### config.mk
export PLATFORM = sky130hd
export DESIGN_NAME = ral_bus_arbiter
export DESIGN_NICKNAME = d
export VERILOG_FILES = /design/src/rtl/ral_bus_arbiter.sv
export SDC_FILE = /design/constraint.sdc
export NUM_CORES = 1
export LEC_CHECK = 0
export CAP_MARGIN = 30
export CELL_PAD_IN_SITES_DETAIL_PLACEMENT = 1
export CELL_PAD_IN_SITES_GLOBAL_PLACEMENT = 2
export CORE_MARGIN = 3
export CORE_UTILIZATION = 26
export DETAILED_ROUTE_END_ITERATION = 16
export PLACE_DENSITY = 0.91
export SKIP_LAST_GASP = 1
export SYNTH_ARGS = -nofsm -noshare
export SYNTH_HDL_FRONTEND = slang
export SYNTH_SLANG_ARGS = --single-unit
### constraint.sdc
create_clock -name clk -period 7.95 [get_ports clk]
set_clock_uncertainty 0.1 [all_clocks]
set_input_delay 1.59 -clock clk [delete_from_list [all_inputs] [get_ports clk]]
set_output_delay 1.59 -clock clk [all_outputs]
set_load 0.03 [all_outputs]
### src/rtl/ral_bus_arbiter.sv
// Two-requester round-robin arbiter/sequencer for the four-register RAL bank.
// Define RAL_ARB_FIXED_PRIO_EN to make requester 0 win every tie.

module ral_arb_port #(
    parameter int DATA_WIDTH = 32
) (
    input  logic                  clk,
    input  logic                  reset,
    input  logic                  sel,
    input  logic                  issue,
    input  logic                  resp,
    input  logic                  err_path,
    input  logic [DATA_WIDTH-1:0] cap_data,
    output logic                  gnt,
    output logic                  done,
    output logic                  err,
    output logic [DATA_WIDTH-1:0] rdata
);
    logic [DATA_WIDTH-1:0] hold_q;

    // The error path skips ISSUE, so its grant rides along with the response.
    assign gnt   = sel & (issue | (resp & err_path));
    assign done  = sel & resp;
    assign err   = done & err_path;
    assign rdata = done ? cap_data : hold_q;

    always_ff @(posedge clk or posedge reset) begin
        if (reset)     hold_q <= '0;
        else if (done) hold_q <= cap_data;
    end
endmodule

module ral_bus_arbiter #(
    parameter int                    ADDR_WIDTH = 32,
    parameter int                    DATA_WIDTH = 32,
    parameter logic [ADDR_WIDTH-1:0] BASE_ADDR  = 'h400
) (
    input  logic                  clk,
    input  logic                  reset,
    input  logic                  m0_req,
    input  logic                  m0_wr,
    input  logic [ADDR_WIDTH-1:0] m0_addr,
    input  logic [DATA_WIDTH-1:0] m0_wdata,
    output logic                  m0_gnt,
    output logic                  m0_done,
    output logic                  m0_err,
    output logic [DATA_WIDTH-1:0] m0_rdata,
    input  logic                  m1_req,
    input  logic                  m1_wr,
    input  logic [ADDR_WIDTH-1:0] m1_addr,
    input  logic [DATA_WIDTH-1:0] m1_wdata,
    output logic                  m1_gnt,
    output logic                  m1_done,
    output logic                  m1_err,
    output logic [DATA_WIDTH-1:0] m1_rdata,
    output logic [ADDR_WIDTH-1:0] reg_addr,
    output logic                  reg_wr_en,
    output logic [DATA_WIDTH-1:0] reg_wdata,
    input  logic [DATA_WIDTH-1:0] reg_rdata
);
    localparam int NUM_REQ = 2;

    typedef struct packed {
        logic                  wr;
        logic [ADDR_WIDTH-1:0] addr;
        logic [DATA_WIDTH-1:0] wdata;
    } req_t;

    typedef enum logic [1:0] {IDLE, ISSUE, CAPTURE, RESP} state_t;

    state_t                 state, state_nxt;
    req_t [NUM_REQ-1:0]     req_in;
    req_t                   cur_q, win_req;
    logic                   owner_q, err_q, win, any_req, addr_ok;
    logic [DATA_WIDTH-1:0]  cap_q;
    logic [NUM_REQ-1:0]     gnt_v, done_v, err_v;
    logic [NUM_REQ-1:0][DATA_WIDTH-1:0] rdata_v;
`ifndef RAL_ARB_FIXED_PRIO_EN
    logic                   last_owner_q;
`endif

    assign req_in[0] = {m0_wr, m0_addr, m0_wdata};
    assign req_in[1] = {m1_wr, m1_addr, m1_wdata};
    assign any_req   = m0_req | m1_req;

    always_comb begin
`ifdef RAL_ARB_FIXED_PRIO_EN
        win = (m0_req & m1_req) ? 1'b0 : m1_req;
`else
        win = (m0_req & m1_req) ? ~last_owner_q : m1_req;
`endif
        win_req = req_in[win];
        addr_ok = (win_req.addr[ADDR_WIDTH-1:4] == BASE_ADDR[ADDR_WIDTH-1:4]) &&
                  (win_req.addr[1:0] == 2'b00);
    end

    always_comb begin
        state_nxt = state;
        case (state)
            IDLE:    if (any_req) state_nxt = addr_ok ? ISSUE : RESP;
            ISSUE:   state_nxt = cur_q.wr ? RESP : CAPTURE;
            CAPTURE: state_nxt = RESP;
            RESP:    state_nxt = IDLE;
            default: state_nxt = IDLE;
        endcase
    end

    always_ff @(posedge clk or posedge reset) begin
        if (reset) begin
            state   <= IDLE;
            cur_q   <= '0;
            owner_q <= 1'b0;
            err_q   <= 1'b0;
            cap_q   <= '0;
`ifndef RAL_ARB_FIXED_PRIO_EN
            last_owner_q <= 1'b1;
`endif
        end else begin
            state <= state_nxt;
            if (state == IDLE && any_req) begin
                cur_q   <= win_req;
                owner_q <= win;
                err_q   <= ~addr_ok;
                // Cleared here so writes and errors respond with zero data.
                cap_q   <= '0;
`ifndef RAL_ARB_FIXED_PRIO_EN
                last_owner_q <= win;
`endif
            end
            if (state == CAPTURE) cap_q <= reg_rdata;
        end
    end

    always_comb begin
        reg_addr  = '0;
        reg_wr_en = 1'b0;
        reg_wdata = '0;
        if (state == ISSUE || state == CAPTURE) begin
            reg_addr  = cur_q.addr;
            reg_wdata = cur_q.wdata;
            reg_wr_en = (state == ISSUE) & cur_q.wr;
        end
    end

    for (genvar i = 0; i < NUM_REQ; i++) begin : g_port
        ral_arb_port #(.DATA_WIDTH(DATA_WIDTH)) u_port (
            .clk      (clk),
            .reset    (reset),
            .sel      (owner_q == 1'(i)),
            .issue    (state == ISSUE),
            .resp     (state == RESP),
            .err_path (err_q),
            .cap_data (cap_q),
            .gnt      (gnt_v[i]),
            .done     (done_v[i]),
            .err      (err_v[i]),
            .rdata    (rdata_v[i])
        );
    end

    assign m0_gnt   = gnt_v[0];
    assign m0_done  = done_v[0];
    assign m0_err   = err_v[0];
    assign m0_rdata = rdata_v[0];
    assign m1_gnt   = gnt_v[1];
    assign m1_done  = done_v[1];
    assign m1_err   = err_v[1];
    assign m1_rdata = rdata_v[1];
endmodule

[Word-level counts from Yosys, hierarchy flattened]
Index checks and enable logic that the tools add are counted.
Operators by class
  shift-type cells: 0
  divide/modulo/power cells: 0
  $mul: 0
  reduce and logical (&&, ||, !) cells: 6
  add/subtract/negate cells: 0
  bitwise operators: 14
  $lt $le $gt $ge: 1
  mux-type cells: 14
  equal/unequal tests: 5
Operators with widths (count)
  $mux 32: 6
  $mux 65: 2
  $eq 28x7->1 const B: 1
  $and 1x1->1: 9
  $pmux 2 s4: 1
  $eq 2x2->1 const B: 2
  $logic_not 2->1: 2
  $mux 2: 2
  $mux 1: 3
  $not 1->1: 3
  $eq 2x1->1 const B: 1
  $logic_and 1x1->1: 2
  $lt 1x2->1 const B: 1
  $ne 2x2->1 const B: 1
  $or 1x1->1: 2
  $reduce_bool 2->1: 1
  $logic_or 1x1->1: 1
Storage, ports and cells
  memory bits (read-only): 0
  input bits: 166
  bits in latches: 0
  RAM bits: 0
  output and inout port bits: 135
  bits in registers: 166
  memories kept: 0
  word-level logic and storage cells: 50

[Depth between registers and ports, before layout]
  word-level depth: 9
  gate-level depth with buffers: 9
  depth with buffers taken out: 6

[Hierarchy]
A second synthesis with hierarchy kept.
Second synthesis, totals
  cell total of the unflattened synthesis: 696
  area total of the unflattened synthesis: 7767.4 um^2
By module, submodules not included
  ral_bus_arbiter: times used 1, cells an instance 550, area an instance 5084.9 um^2, sequential area each 2553.7 um^2
  ral_arb_port: times used 2, cells an instance 73, area an instance 1341.3 um^2, sequential area each 800.8 um^2

[Worst setup path before layout]
Ideal clock, no wire load.
  kind: flip-flop to output port
  start: register state[0]
  end: output port m0_rdata[22]
  path buffers: 2
  required time: 6.260 ns
  path slack: 4.656 ns
  arrival: 1.604 ns
  stages on the path, launching flop included: 6
  cells stage by stage: dfrtp_1 ha_1 nor2b_1 buf_2 buf_2 mux2_2
On the way
  word-level cells in the longest chain between the ends: 3
Ends and longest elaborated chain
  start: declaration: line 71  | state_t state, state_nxt;
  start signal: assignment: line 119  | state <= state_nxt;
  $eq 2x2->1: line 151  | .resp (state == RESP),
  $and 1x1->1: line 23  | assign done = sel & resp;
  net m0_done: line 45  | output logic m0_done,
  $mux 32
  end: declaration: line 47  | output logic [DATA_WIDTH-1:0] m0_rdata,
The timed path passes the listed nets, and every way through them passes these cells.

[Final worst setup path]
  start: register state[0]
  end: output port m1_rdata[12]
On the way
  word-level cells in the longest chain between the ends: 3
Ends and longest elaborated chain
  $eq 2x2->1: line 151
  $and 1x1->1: line 23
  $mux 32: line 25  | assign rdata = done ? cap_data : hold_q;
  end: declaration: line 55  | output logic [DATA_WIDTH-1:0] m1_rdata,
No other way between the ends.

==> flow_summary.toml <==
[route]
via_per_inst = 4.465
drc = 0
drt_iter0_drc = 175
wire_per_inst_um = 18.26
drtAntennaViolNets = 0
detail_route.wirelength_um = 24780
dr_total_vias = 6059
firstDrtPassIters = 5

[pwr]
p_int_mw = 2.942
clockPowerShare_pct = 16.0
sw_frac_of_total_pct = 44.15
powerDensity_mw_per_mm2 = 458.1
seq_power_share_pct = 27.0
p_sw_mw = 2.326
leakage_nw = 4.903
comb_power_share_pct = 57.0
vdd_ir_drop_max_mv = 0.1666

[sta]
period_share_pct = 57.43
timing.fmax_mhz = 219.0
tns_ps = 0
relSlewSlack_pct = 32.86
hold_viol = 0
finalMaxSlewViolations = 0
setup-violations-final = 0
rsz0062_at_grt = "false"
period_needed_ps = 4565
tightest_slew_ps = 1007

[grt]
grt_pass1_wl_um = 38100
grtUsageTotal_pct = 16.00
grt_pass1_vias = 6648
antenna_found_initial = 1
grt_max_degree = 109
overflow = 0

[hold_path]
hp-class = "flip-flop to flip-flop"

[clock_tree]
cts_setup_buffers = 0
clk_latency_ps = 430
tritoncts = "done"
cts_hold_buf = 0
cts_inserted_buffers = 17
cts_sinks = 166
cts.reportedPaths.clkPinSlew_ps = 70
htreeDepth = 4
cts-root-buf = "clkbuf_16"
cts_resized = 0
clockBufferDepth = 2

[floorplanning]
coreArea_sq_mm = 0.02809
io_pins = 301
start_util_pct = 26.64
rows = 61
die_w_um = 175.7
fp.dieArea_sq_mm = 0.03085
fp.dieH_um = 175.7

[worst_setup_path]
path_max_fanout = 33
cp_data_arrival_time_ps = 2880
critPathKind = "flip-flop to primary output"
critPathCaptureType = "primary output"
crit_path_start_kind = "flip-flop"
worstPathRequired_ps = 6260

[synthesis]
syn_inst = 684
ys_ff_latch = 166
netlist_area_sq_mm = 0.007483
netlist_top_cells_area = "dfrtp_1 55%, mux2_2 9.6%, mux2i_1 8.7%"
ys_warn_count = 0
synthesis.nets = 854
yosys.area.top_type = "dfrtp_1"
yosysTopAreaCellShare_pct = 55.17
ys_seq_area_share_pct = 55.53
avgSynthCellArea_sq_um = 10.94
ys_types = 29

[finish]
final_net_count = 1136
num-fill-cells = 3100
final_cells = 1357
drive_above_1_share_pct = 11.64
antenna-diode-count = 0
area_growth_pct = 53.67

[placement]
dp_cells = 1323
hpwl_um = 18350
globalplace.congestion = 0.8371
io_buffers = 300

[run]
maxCapViolations = 0

[outcome]
status = "completed"
## per-stage QoR
step                hold slack [ps]  cell area, sq um  power [mW]  utilization (%)  worst slack [ps]
floorplan                     341.8              7483       3.209                -              1772
global placement              353.6             10780       4.369            38.38              3405
detailed placement            363.0             10850       4.482            38.62              3399
CTS                           379.0             11440       5.360            40.75              3307
global route                  405.7             11500       5.612            40.94              3206
finish                        374.6             11500       5.268            40.94              3385
## final cells by class
class,instances,area [sq um],area share (%)
Multi-Input combinational cell,467,3092,26.88
Clock inverter,14,157.7,1.371
Timing Repair Buffer,310,3163,27.51
Inverter,4,20.02,0.1741
Tap cell,378,473.0,4.113
Clock buffer,18,439.2,3.819
Sequential cell,166,4155,36.13
## power by group through the flow
stage,combinational (mW),clock (mW),sequential (mW)
global placement,2.94,0,1.43
finish,3.00,0.843,1.42
global route,3.22,0.911,1.48
detailed placement,3.04,0,1.45
floorplan,1.85,0,1.36
CTS,3.05,0.879,1.43
## cells in the mapped netlist
cell / number
a21boi_4: 1
a21oi_1: 6
a22o_1: 1
a31oi_1: 1
and2_1: 65
and3_1: 3
buf_1: 1
buf_2: 18
buf_4: 3
buf_6: 5
clkbuf_1: 20
dfrtp_1: 165
dfstp_2: 1
ha_1: 4
inv_1: 4
mux2_2: 64
mux2i_1: 65
nand2_1: 131
nand4_1: 3
nand4b_1: 1
nor2_1: 3
nor2b_1: 2
nor3_1: 1
nor4_1: 12
nor4b_1: 2
o21a_1: 1
o21ai_0: 61
o21ai_1: 39
o22ai_1: 1
## layout by cell type (no fill, tap or decap), types with 2 or more instances in the layout
cell type | netlist | final
clkbuf_16 | 0 | 17
nor2_1 | 3 | 3
o21ai_0 | 61 | 60
nor4_1 | 12 | 12
inv_6 | 0 | 3
mux2_2 | 64 | 64
and2_1 | 65 | 65
o21ai_1 | 39 | 39
buf_4 | 3 | 5
clkdlybuf4s50_1 | 0 | 300
ha_2 | 0 | 2
nor4b_1 | 2 | 2
inv_1 | 4 | 3
buf_16 | 0 | 3
buf_12 | 0 | 2
dfrtp_1 | 165 | 165
nand2_1 | 131 | 130
clkinvlp_4 | 0 | 5
inv_8 | 0 | 5
mux2i_1 | 65 | 65
a21oi_1 | 6 | 6
nand4_1 | 3 | 3
and3_1 | 3 | 3
ha_1 | 4 | 2
## worst max-delay path, stage by stage, from the launching register on
cell	delay, ps
dfrtp_1	430
ha_1	260
nand2_2	670
mux2_2	430
clkdlybuf4s50_1	630
## per-layer routing
layer	vias to the layer above	GRT usage, %	wire [um]
met3	25	5.988	2032
met4	2	4.157	375
met1	2940	18.59	10050
met5	-	0	13
li1	2876	-	-
met2	216	27.81	12310
## flip-flops by register name (all words and copies together), names as in the netlist
| register | flops |
|---|---|
| cap_q | 32 |
| cur_q | 65 |
| err_q | 1 |
| g_port.u_port.hold_q | 64 |
| last_owner_q | 1 |
| owner_q | 1 |
| state | 2 |
## logic make-up (layout without fill, tap and decap cells)
kind of cell / count (synthesis) / in the layout / share of synthesized area [%]
flops: 166 / 166 / 55.53
fa+ha+maj: 4 / 4 / 0.6688
mux: 129 / 129 / 18.32
compound gates: 111 / 111 / 7.725
simple gates: 223 / 223 / 14.25
buf+inv: 51 / 346 / 3.511
## worst paths after layout
check                      startpoint                          end  slack (ps)  cells past startpoint
setup reg to reg             state[0]                     state[0]        5650                      7
min in group asynchronous       reset  g_port[0].u_port.hold_q[24]        1310                      2
setup / recovery             state[0]                 m1_rdata[12]        3380                      4
max in group asynchronous       reset                 last_owner_q        5020                      5
hold reg to reg             cur_q[45]                    cur_q[45]         370                      2
hold / removal              cur_q[45]                    cur_q[45]         370                      2
Note: power is estimated with default switching activity, not from simulation.
